==> config.mk <==
export PLATFORM = sky130hd
export DESIGN_NAME = programmable_clock_divider
export DESIGN_NICKNAME = d
export VERILOG_FILES = /design/src/rtl/programmable_clock_divider.sv
export SDC_FILE = /design/constraint.sdc
export NUM_CORES = 1
export LEC_CHECK = 0
export CORE_MARGIN = 5
export CORE_UTILIZATION = 49
export CTS_CLUSTER_SIZE = 20
export DETAILED_ROUTE_END_ITERATION = 8
export PLACE_DENSITY = 0.75
export SETUP_SLACK_MARGIN = 0.4
export SLEW_MARGIN = 30
export SYNTH_ARGS = -nofsm -noshare
export SYNTH_HDL_FRONTEND = slang
export SYNTH_SLANG_ARGS = --single-unit
==> constraint.sdc <==
create_clock -name clock_in -period 3.35 [get_ports clock_in]
set_clock_uncertainty 0.2 [all_clocks]
set_input_delay 0.8375 -clock clock_in [delete_from_list [all_inputs] [get_ports clock_in]]
set_output_delay 0.8375 -clock clock_in [all_outputs]
set_load 0.05 [all_outputs]
==> src/rtl/programmable_clock_divider.sv <==
// programmable_clock_divider
//   Divides clock_in by a runtime-programmable ratio N (1 .. 2**DIVISION_WIDTH-1)
//   with a 50% duty cycle for both even and odd N. Ratio changes and
//   enable/disable only take effect at output period boundaries.
//
// Ports
//   clock_in          input clock (posedge logic, one negedge register for odd N)
//   reset             synchronous, active-high
//   enable            run request; deasserting stops clock_out low at the next boundary
//   division          new ratio, captured when division_load is high (0 is stored as 1)
//   division_load     single-cycle load request
//   clock_out         divided clock
//   period_start      high for the clock_in cycle that begins each clock_out period
//   update_pending    a loaded ratio is waiting to be applied
//   current_division  ratio currently generating clock_out
module programmable_clock_divider #(
    parameter int unsigned DIVISION_WIDTH   = 8,
    parameter int unsigned DEFAULT_DIVISION = 1
) (
    input  logic                      clock_in,
    input  logic                      reset,
    input  logic                      enable,
    input  logic [DIVISION_WIDTH-1:0] division,
    input  logic                      division_load,
    output logic                      clock_out,
    output logic                      period_start,
    output logic                      update_pending,
    output logic [DIVISION_WIDTH-1:0] current_division
);

    localparam logic [DIVISION_WIDTH-1:0] DIV_ONE     = DIVISION_WIDTH'(1);
    localparam logic [DIVISION_WIDTH-1:0] DEFAULT_DIV = DIVISION_WIDTH'(DEFAULT_DIVISION);

    typedef enum logic {STOPPED, RUNNING} state_t;

    state_t                    state;
    state_t                    next_state;
    logic [DIVISION_WIDTH-1:0] counter;
    logic [DIVISION_WIDTH-1:0] next_count;
    logic [DIVISION_WIDTH-1:0] pend_div;
    logic [DIVISION_WIDTH-1:0] next_div;
    logic [DIVISION_WIDTH-1:0] half_div;
    logic [DIVISION_WIDTH-1:0] load_val;
    logic                      period_end;
    logic                      apply_pend;
    logic                      start_period;
    logic                      run_next;
    logic                      pos_q;
    logic                      pos_d;
    logic                      odd_q;
    logic                      odd_d;
    logic                      byp_q;
    logic                      byp_d;
    logic                      neg_q;

    // State register and posedge datapath.
    always_ff @(posedge clock_in) begin
        if (reset) begin
            state            <= STOPPED;
            counter          <= '0;
            current_division <= DEFAULT_DIV;
            pend_div         <= DEFAULT_DIV;
            update_pending   <= 1'b0;
            period_start     <= 1'b0;
            pos_q            <= 1'b0;
            odd_q            <= 1'b0;
            byp_q            <= 1'b0;
        end else begin
            state            <= next_state;
            counter          <= next_count;
            current_division <= next_div;
            period_start     <= start_period;
            pos_q            <= pos_d;
            odd_q            <= odd_d;
            byp_q            <= byp_d;
            if (apply_pend) begin
                update_pending <= 1'b0;
            end
            // A load on a boundary edge is captured after the old pending
            // value has been applied, so it waits for the following boundary.
            if (division_load) begin
                pend_div       <= load_val;
                update_pending <= 1'b1;
            end
        end
    end

    // Half-period copy of the posedge term; only used for odd N > 1.
    always_ff @(negedge clock_in) begin
        neg_q <= pos_q;
    end

    // Next-state logic.
    always_comb begin
        load_val     = (division == '0) ? DIV_ONE : division;
        period_end   = (state == RUNNING) && (counter == current_division - DIV_ONE);
        apply_pend   = update_pending && ((state == STOPPED) || period_end);
        next_div     = apply_pend ? pend_div : current_division;
        start_period = enable && ((state == STOPPED) || period_end);
        next_state   = state;
        unique case (state)
            STOPPED: if (enable)                 next_state = RUNNING;
            RUNNING: if (period_end && !enable)  next_state = STOPPED;
            default:                             next_state = STOPPED;
        endcase
        next_count = ((state == RUNNING) && !period_end) ? counter + DIV_ONE : '0;
    end

    // Output logic. Registered terms are computed for the cycle being entered;
    // half_div is N/2 for even N and (N-1)/2 for odd N.
    always_comb begin
        run_next  = (next_state == RUNNING);
        half_div  = next_div >> 1;
        pos_d     = run_next && (next_div != DIV_ONE) && (next_count < half_div);
        odd_d     = run_next && next_div[0] && (next_div != DIV_ONE);
        byp_d     = run_next && (next_div == DIV_ONE);
        // Bypass and divided sources are only swapped at a boundary posedge,
        // where both are high, so the mux never produces a runt pulse.
        clock_out = (clock_in & byp_q) | pos_q | (odd_q & neg_q);
    end

endmodule
After elaboration in Yosys (flattened, before gate mapping):

Cells that the tools add are included.

* add/subtract/negate cells: 2
* magnitude comparators: 1
* eq/ne operators: 3
* multiplexer cells: 8
* bitwise operators: 5
* reduce and logical (&&, ||, !) cells: 15

Operators with widths (number)
* $mux 8: 3
* $logic_and 1x1->1: 10
* $add 8x1->8 const B: 1
* $eq 8x1->1 const B: 1
* $eq 8x8->1: 1
* $logic_not 8->1: 1
* $lt 8x7->1: 1
* $ne 8x1->1 const B: 1
* $sub 8x1->8 const B: 1
* $mux 1: 4
* $and 1x1->1: 2
* $logic_not 1->1: 2
* $or 1x1->1: 2
* $pmux 1 s2: 1
* $reduce_bool 2->1: 1
* $logic_or 1x1->1: 1
* $not 1->1: 1

* register bits after elaboration: 31
* input bits: 12
* output and inout bits: 11
* word-level logic and storage cells: 44

Logic depth before layout (Yosys ltp):

Gate-level depths: netlist of run 1.

* depth in word-level cells: 9
* depth in mapped cells: 18

==> results of run 1 <==
-- per-layer routing --
metal	track usage, %	vias up
li1	-	859
met1	21.6	782
met2	33.5	56
met3	8.41	14
met4	11.1	0
met5	0	-
-- what timing repair did --
action	in CTS	in global routing
pin swaps	7	5
gates resized for setup	22	9
buffers inserted	4	0
endpoints found under the setup margin	2	2
-- synthesized netlist by cell type, types with 2 or more instances --
master / count / area, µm²
nand3_1: 13 / 65.1
nor3_1: 4 / 20.0
nor2_1: 29 / 109
and2_1: 7 / 43.8
inv_1: 6 / 22.5
a21o_1: 2 / 15.0
o21ai_0: 4 / 20.0
o21ai_1: 6 / 30.0
or4_1: 2 / 15.0
a21oi_1: 17 / 85.1
and3_1: 2 / 12.5
a31oi_1: 5 / 31.3
mux2i_1: 9 / 90.1
nor4_1: 5 / 31.3
nand2b_1: 2 / 12.5
ha_1: 8 / 100
xnor2_1: 9 / 78.8
dfxtp_1: 31 / 621
buf_6: 2 / 22.5
nor2b_1: 4 / 25.0
or2_2: 4 / 25.0
clkbuf_1: 6 / 22.5
xor2_1: 8 / 70.1
nand2_1: 5 / 18.8
-- stage by stage --
| step | cells | worst slack, ns | power (mW) | TNS [ns] |
|---|---|---|---|---|
| floorplan | 209 | -0.148 | 0.595 | -0.240 |
| global placement | 298 | -0.642 | 0.675 | -0.971 |
| detailed placement | 298 | -0.644 | 0.678 | -1.01 |
| CTS | 313 | -0.640 | 1.04 | -0.870 |
| global route | 315 | -0.707 | 1.11 | -1.27 |
| finish | 315 | -0.637 | 1.05 | -0.892 |
-- final cells by class --
| type | count | area [µm²] | area share [%] |
|---|---|---|---|
| clock inverters | 4 | 42.5 | 1.71 |
| flip-flops and latches | 31 | 638 | 25.6 |
| multi-input cells | 162 | 1170 | 47.0 |
| inverters | 5 | 21.3 | 0.854 |
| well taps | 46 | 57.6 | 2.31 |
| repair buffers | 56 | 484 | 19.4 |
| clock buffers | 9 | 71.3 | 2.86 |
| diodes | 2 | 5.00 | 0.201 |
-- cell families after synthesis --
kind of cell,Yosys count
and+or+nand+nor,82
muxes,9
buffers and inverters,16
xor gates and xnor gates,17
DFF,31
AOI/OAI and AO/OA,46
adders and majority gates,8
-- final timing paths --
kind	from	end	depth (start not counted)	slack (ns)
min	pend_div[4]$_SDFFE_PP0P_	current_division[4]$_SDFF_PP0_	2	0.31
min reg2reg	pend_div[4]$_SDFFE_PP0P_	current_division[4]$_SDFF_PP0_	2	0.31
max reg2reg	current_division[2]$_SDFF_PP0_	pos_q$_SDFF_PP0_	17	-0.25
max	neg_q$_DFF_N_	clock_out	2	-0.64
-- power by group through the flow --
stage | clock network (mW) | registers (mW) | logic, mW
after global routing | 0.405 | 0.404 | 0.301
after floorplan | 0.0256 | 0.429 | 0.140
after global placement | 0.0330 | 0.408 | 0.234
final | 0.372 | 0.400 | 0.280
after CTS | 0.378 | 0.400 | 0.263
after detailed placement | 0.0330 | 0.408 | 0.237
-- critical path, delay by kind of cell, from the launching register on --
family | cells | cell delay (ns)
buffers and inverters | 1 | 0.16
AO/OA/AOI/OAI | 1 | 0.33
flip-flops | 1 | 0.29
==> metrics.yaml, run 1 <==
cells_and_area:
  layout-drive-gt1-share_pct: 30.7
  finalNetCount: 286
  syn_to_final_growth_pct: 43.2
  final_cell_mix: "buf_4, nor2_1, dfxtp_1"
  final_util_pct: 73.5
  final_design_area_no_fill_mm2: 0.00249
  reg_top3: "counter: 8 flops, current_division: 8 flops, pend_div: 8 flops"
  nFillCells: 248
  layout_commonest_cell: "buf_4"
yosys:
  yosysSeqAreaShare_pct: 35.7
  synth_top_family_by_area: "simple AND/OR/NAND/NOR gates"
  yosys_warnings: 0
  synth_compound_area_share_pct: 16.3
  netlist_area_mm2: 0.00174
  synthSimpleGateAreaFrac_pct: 23.9
  yosys.area_share.adder_pct: 5.76
  synthMuxAreaShare_pct: 5.18
  synth_edf_count: 0
  syn-instance-count: 209
  syn-num-nets: 229
  ys_types: 43
  yosys_register_bits: 31
  synth.avg_cell_area_um2: 8.32
  synth_ff_type: "dfxtp_1"
  async_flop_share_pct: 0
  synth-xor-area-share_pct: 8.56
pwr:
  switching_share_pct: 31.1
  pwr-share-clk_pct: 35.4
  powerDensity_mw_per_mm2: 423
  vdd_drop_max_mv: 0.233
  p_int_mw: 0.725
  pwr-share-seq_pct: 38.0
  comb_power_share_pct: 26.6
  p_switching_mw: 0.327
  p_leak_nw: 1.02
grt:
  grtUsageTotal_pct: 20.2
  antenna_found_initial: 1
  grt_pass1_wl_mm: 7.53
  grt_max_degree: 15
  grt_overflow: 0
  grt_pass1_vias: 1678
job:
  maxCapViolCount: 0
critical_path:
  critPathCaptureType: "output pin"
  cpPeakStageDelay_ns: 0.33
  worstPathArrival_ns: 2.95
  start_kind: "flop"
  critical-path-slowest-cell: "a221o_2"
  critPathRequiredTime_ns: 2.31
  critPathMaxFanout: 1
  crit_chain: "a221o_2, buf_6"
  path_class: "reg -> out"
drt:
  vias: 1711
  wl_met2_mm: 2.16
  firstDrtPassIters: 4
  totalWireLength_mm: 4.52
  drc: 0
  drtIter0Drc: 65
  top_layer: "met4"
  wl_met3_um: 288
  wire_per_inst_um: 14.3
  wl_met1_mm: 1.93
  ant_nets: 0
  avgViaCountPerCell: 5.43
place:
  gp_congestion: 0.856
  io_buffers: 22
  hpwlAfterDp_mm: 3.22
  placedInstanceArea_mm2: 0.00223
sta:
  slew_violations: 0
  hold_viol: 0
  worst_pin_slew_ns: 0.661
  worst_hold_slack_ns: 0.311
  rsz0062_at_grt: "true"
  setup_viol: 2
  setup_ws_ns: -0.637
  timing.slew.headroom_pct: 55.3
cts:
  clk_pin_slew_worst_paths_ns: 0.09
  holdBufCountCts: 0
  cts_tree: "built"
  clock_latency_ns: 0.45
floorplanning:
  start_util_pct: 51.3
  io-pin-count: 23
  die_w_um: 69.6
  coreArea_mm2: 0.00339
  fp.dieArea_mm2: 0.00484
  dieHeight_um: 69.6
  fp-row-count: 21
outcome:
  outcome: "finished with violations"
  failed_checks: "setup timing"
worst_hold_path:
  hold_class: "reg -> reg"
Note: power is estimated with default switching activity, not from simulation.
==> inputs of run 2 (changes only) <==
--- a/config.mk
+++ b/config.mk
@@ -7,7 +7,8 @@
 export LEC_CHECK = 0
+export ABC_CLOCK_PERIOD_IN_PS = 4100
 export CORE_MARGIN = 5
-export CORE_UTILIZATION = 49
+export CORE_UTILIZATION = 54
 export CTS_CLUSTER_SIZE = 20
 export DETAILED_ROUTE_END_ITERATION = 8
-export PLACE_DENSITY = 0.75
+export PLACE_DENSITY = 0.78
 export SETUP_SLACK_MARGIN = 0.4
==> constraint.sdc (replaced) <==
create_clock -name clock_in -period 4.1 [get_ports clock_in]
set_clock_uncertainty 0.2 [all_clocks]
set_input_delay 1.025 -clock clock_in [delete_from_list [all_inputs] [get_ports clock_in]]
set_output_delay 1.025 -clock clock_in [all_outputs]
set_load 0.1 [all_outputs]
==> run 2 against run 1 <==
  * The run still ends with setup timing left
  * First-iteration DRC count grew 15%
  * Critical endpoint unchanged
  * Cell count down 9.8%
  * Critical path type unchanged
  * Global-route usage grew 3.1 points
==> metrics.yaml, run 2 (synthesis gave the netlist of run 1 again) <==
critical_path:
  critPathRequiredTime_ns: 2.87  # was 2.31 ns
  crit_chain: "a221o_4, buf_12"  # was a221o_2, buf_6
  critical-path-slowest-cell: "a221o_4"  # was a221o_2
  cpPeakStageDelay_ns: 0.37  # was 0.33 ns
  path_class: "reg -> out"  # unchanged
  worstPathArrival_ns: 3.40  # was 2.95 ns
  critPathCaptureType: "output pin"  # unchanged
  critPathMaxFanout: 1  # unchanged
  start_kind: "flop"  # unchanged
floorplanning:
  coreArea_mm2: 0.00308  # was 0.00339 mm²
  start_util_pct: 56.5  # was 51.3%
  dieHeight_um: 66.8  # was 69.6 µm
  io-pin-count: 23  # unchanged
  die_w_um: 66.8  # was 69.6 µm
  fp.dieArea_mm2: 0.00446  # was 0.00484 mm²
  fp-row-count: 20  # was 21
cts:
  holdBufCountCts: 0  # unchanged
  cts_tree: "built"  # unchanged
  clock_latency_ns: 0.44  # was 0.45 ns
  clk_pin_slew_worst_paths_ns: 0.09  # about the same
grt:
  grt_pass1_vias: 1750  # was 1,678
  grt_overflow: 0  # unchanged
  antenna_found_initial: 0  # was 1
  grtUsageTotal_pct: 23.3  # was 20.2%
  grt_max_degree: 23  # was 15
  grt_pass1_wl_mm: 7.64  # was 7.53 mm
drt:
  drtIter0Drc: 75  # was 65
  ant_nets: 0  # unchanged
  vias: 1678  # was 1,711
  drc: 0  # unchanged
  firstDrtPassIters: 5  # was 4
  wire_per_inst_um: 16.3  # was 14.3 µm
  totalWireLength_mm: 4.63  # was 4.52 mm
  avgViaCountPerCell: 5.91  # was 5.43
sta:
  timing.slew.headroom_pct: 35.1  # was 55.3%
  slew_violations: 0  # unchanged
  setup_viol: 1  # was 2
  hold_viol: 0  # unchanged
  setup_ws_ns: -0.524  # was -0.637 ns
  worst_hold_slack_ns: 0.311  # about the same
  rsz0062_at_grt: "true"  # unchanged
  worst_pin_slew_ns: 0.971  # was 0.661 ns
pwr:
  p_leak_nw: 0.887  # was 1.02 nW
  powerDensity_mw_per_mm2: 361  # was 423 mW/mm²
  vdd_drop_max_mv: 0.204  # was 0.233 mV
  power_mw: 0.827  # was 1.05 mW
place:
  io_buffers: 22  # unchanged
  hpwlAfterDp_mm: 3.22  # about the same
  gp_congestion: 0.928  # was 0.856
  dp.cells: 266  # was 298
job:
  maxCapViolCount: 0  # unchanged
cells_and_area:
  reg_top3: "counter: 8 flops, current_division: 8 flops, pend_div: 8 flops"  # unchanged
  final_cell_mix: "nor2_1, dfxtp_1, clkdlybuf4s50_1"  # was buf_4, nor2_1, dfxtp_1
  instances_no_fill: 284  # was 315
  layout_commonest_cell: "nor2_1"  # was buf_4
  syn_to_final_growth_pct: 31.9  # was 43.2%
  antenna_cells: 0  # was 2
  layout-drive-gt1-share_pct: 23.8  # was 30.7%
  finalNetCount: 259  # was 286
outcome:
  outcome: "finished with violations"  # unchanged
  failed_checks: "setup timing"  # unchanged
worst_hold_path:
  hold_class: "reg -> reg"  # unchanged
==> run 2: cell types whose count changed in the layout (fill, tap and decap cells not counted), sizes merged <==
cell,delta
clkbuf,+2
diode,-2
bufinv,-1
clkdlybuf4s50,-1
buf,-26
clkinv,-1
==> run 2: what timing repair did <==
item,4_1_cts,5_1_grt
endpoints found under the setup margin,2,2
buffers inserted,5,2
pin swaps,10,4
gates resized for setup,28,13
==> run 2: report_power, final <==
group / switching, mW / internal, mW
logic: 0.130 / 0.0901
clock network: 0.150 / 0.121
registers: 0.0197 / 0.316
==> run 2: final timing paths <==
| check | startpoint | end | slack, ns | depth (start not counted) |
|---|---|---|---|---|
| hold / removal | pend_div[4]$_SDFFE_PP0P_ | current_division[4]$_SDFF_PP0_ | 0.31 | 2 |
| setup reg to reg | current_division[2]$_SDFF_PP0_ | pos_q$_SDFF_PP0_ | 0.37 | 16 |
| hold reg to reg | pend_div[4]$_SDFFE_PP0P_ | current_division[4]$_SDFF_PP0_ | 0.31 | 2 |
| setup / recovery | neg_q$_DFF_N_ | clock_out | -0.52 | 2 |
==> run 2: final cells by class <==
class / count / area (µm²)
clock buffers: 11 / 87.6
flip-flops and latches: 31 / 643
clock inverters: 2 / 8.76
repair buffers: 29 / 275
inverters: 5 / 18.8
fillers: 231 / 783
well taps: 44 / 55.1
multi-input cells: 162 / 1210
==> run 2: through the flow <==
stage	setup TNS [ns]	util [%]	instance area [µm²]	setup WS [ns]
final	-0.524	74.6	2290	-0.524
after global placement	-0.752	64.8	1990	-0.752
after floorplan	0	-	1770	0.0505
after detailed placement	-0.777	64.8	1990	-0.777
after global routing	-0.582	74.6	2290	-0.582
after CTS	-0.534	71.6	2200	-0.534
==> run 2: layer usage <==
| metal | track usage [%] | vias to the layer above | part of all wire [%] |
|---|---|---|---|
| met2 | 39.6 | 61 | 53 |
| met3 | 6.91 | 16 | 5.0 |
| met4 | 14.5 | 0 | 2.8 |
| met1 | 25.0 | 793 | 40 |
| met5 | 0 | - | 0 |
| li1 | - | 808 | - |
==> run 2: worst max-delay path, delay by kind of cell, from the launching register on <==
kind	cells	cell delay, ns
DFF	1	0.31
buffers and inverters	1	0.17
AOI/OAI and AO/OA	1	0.37
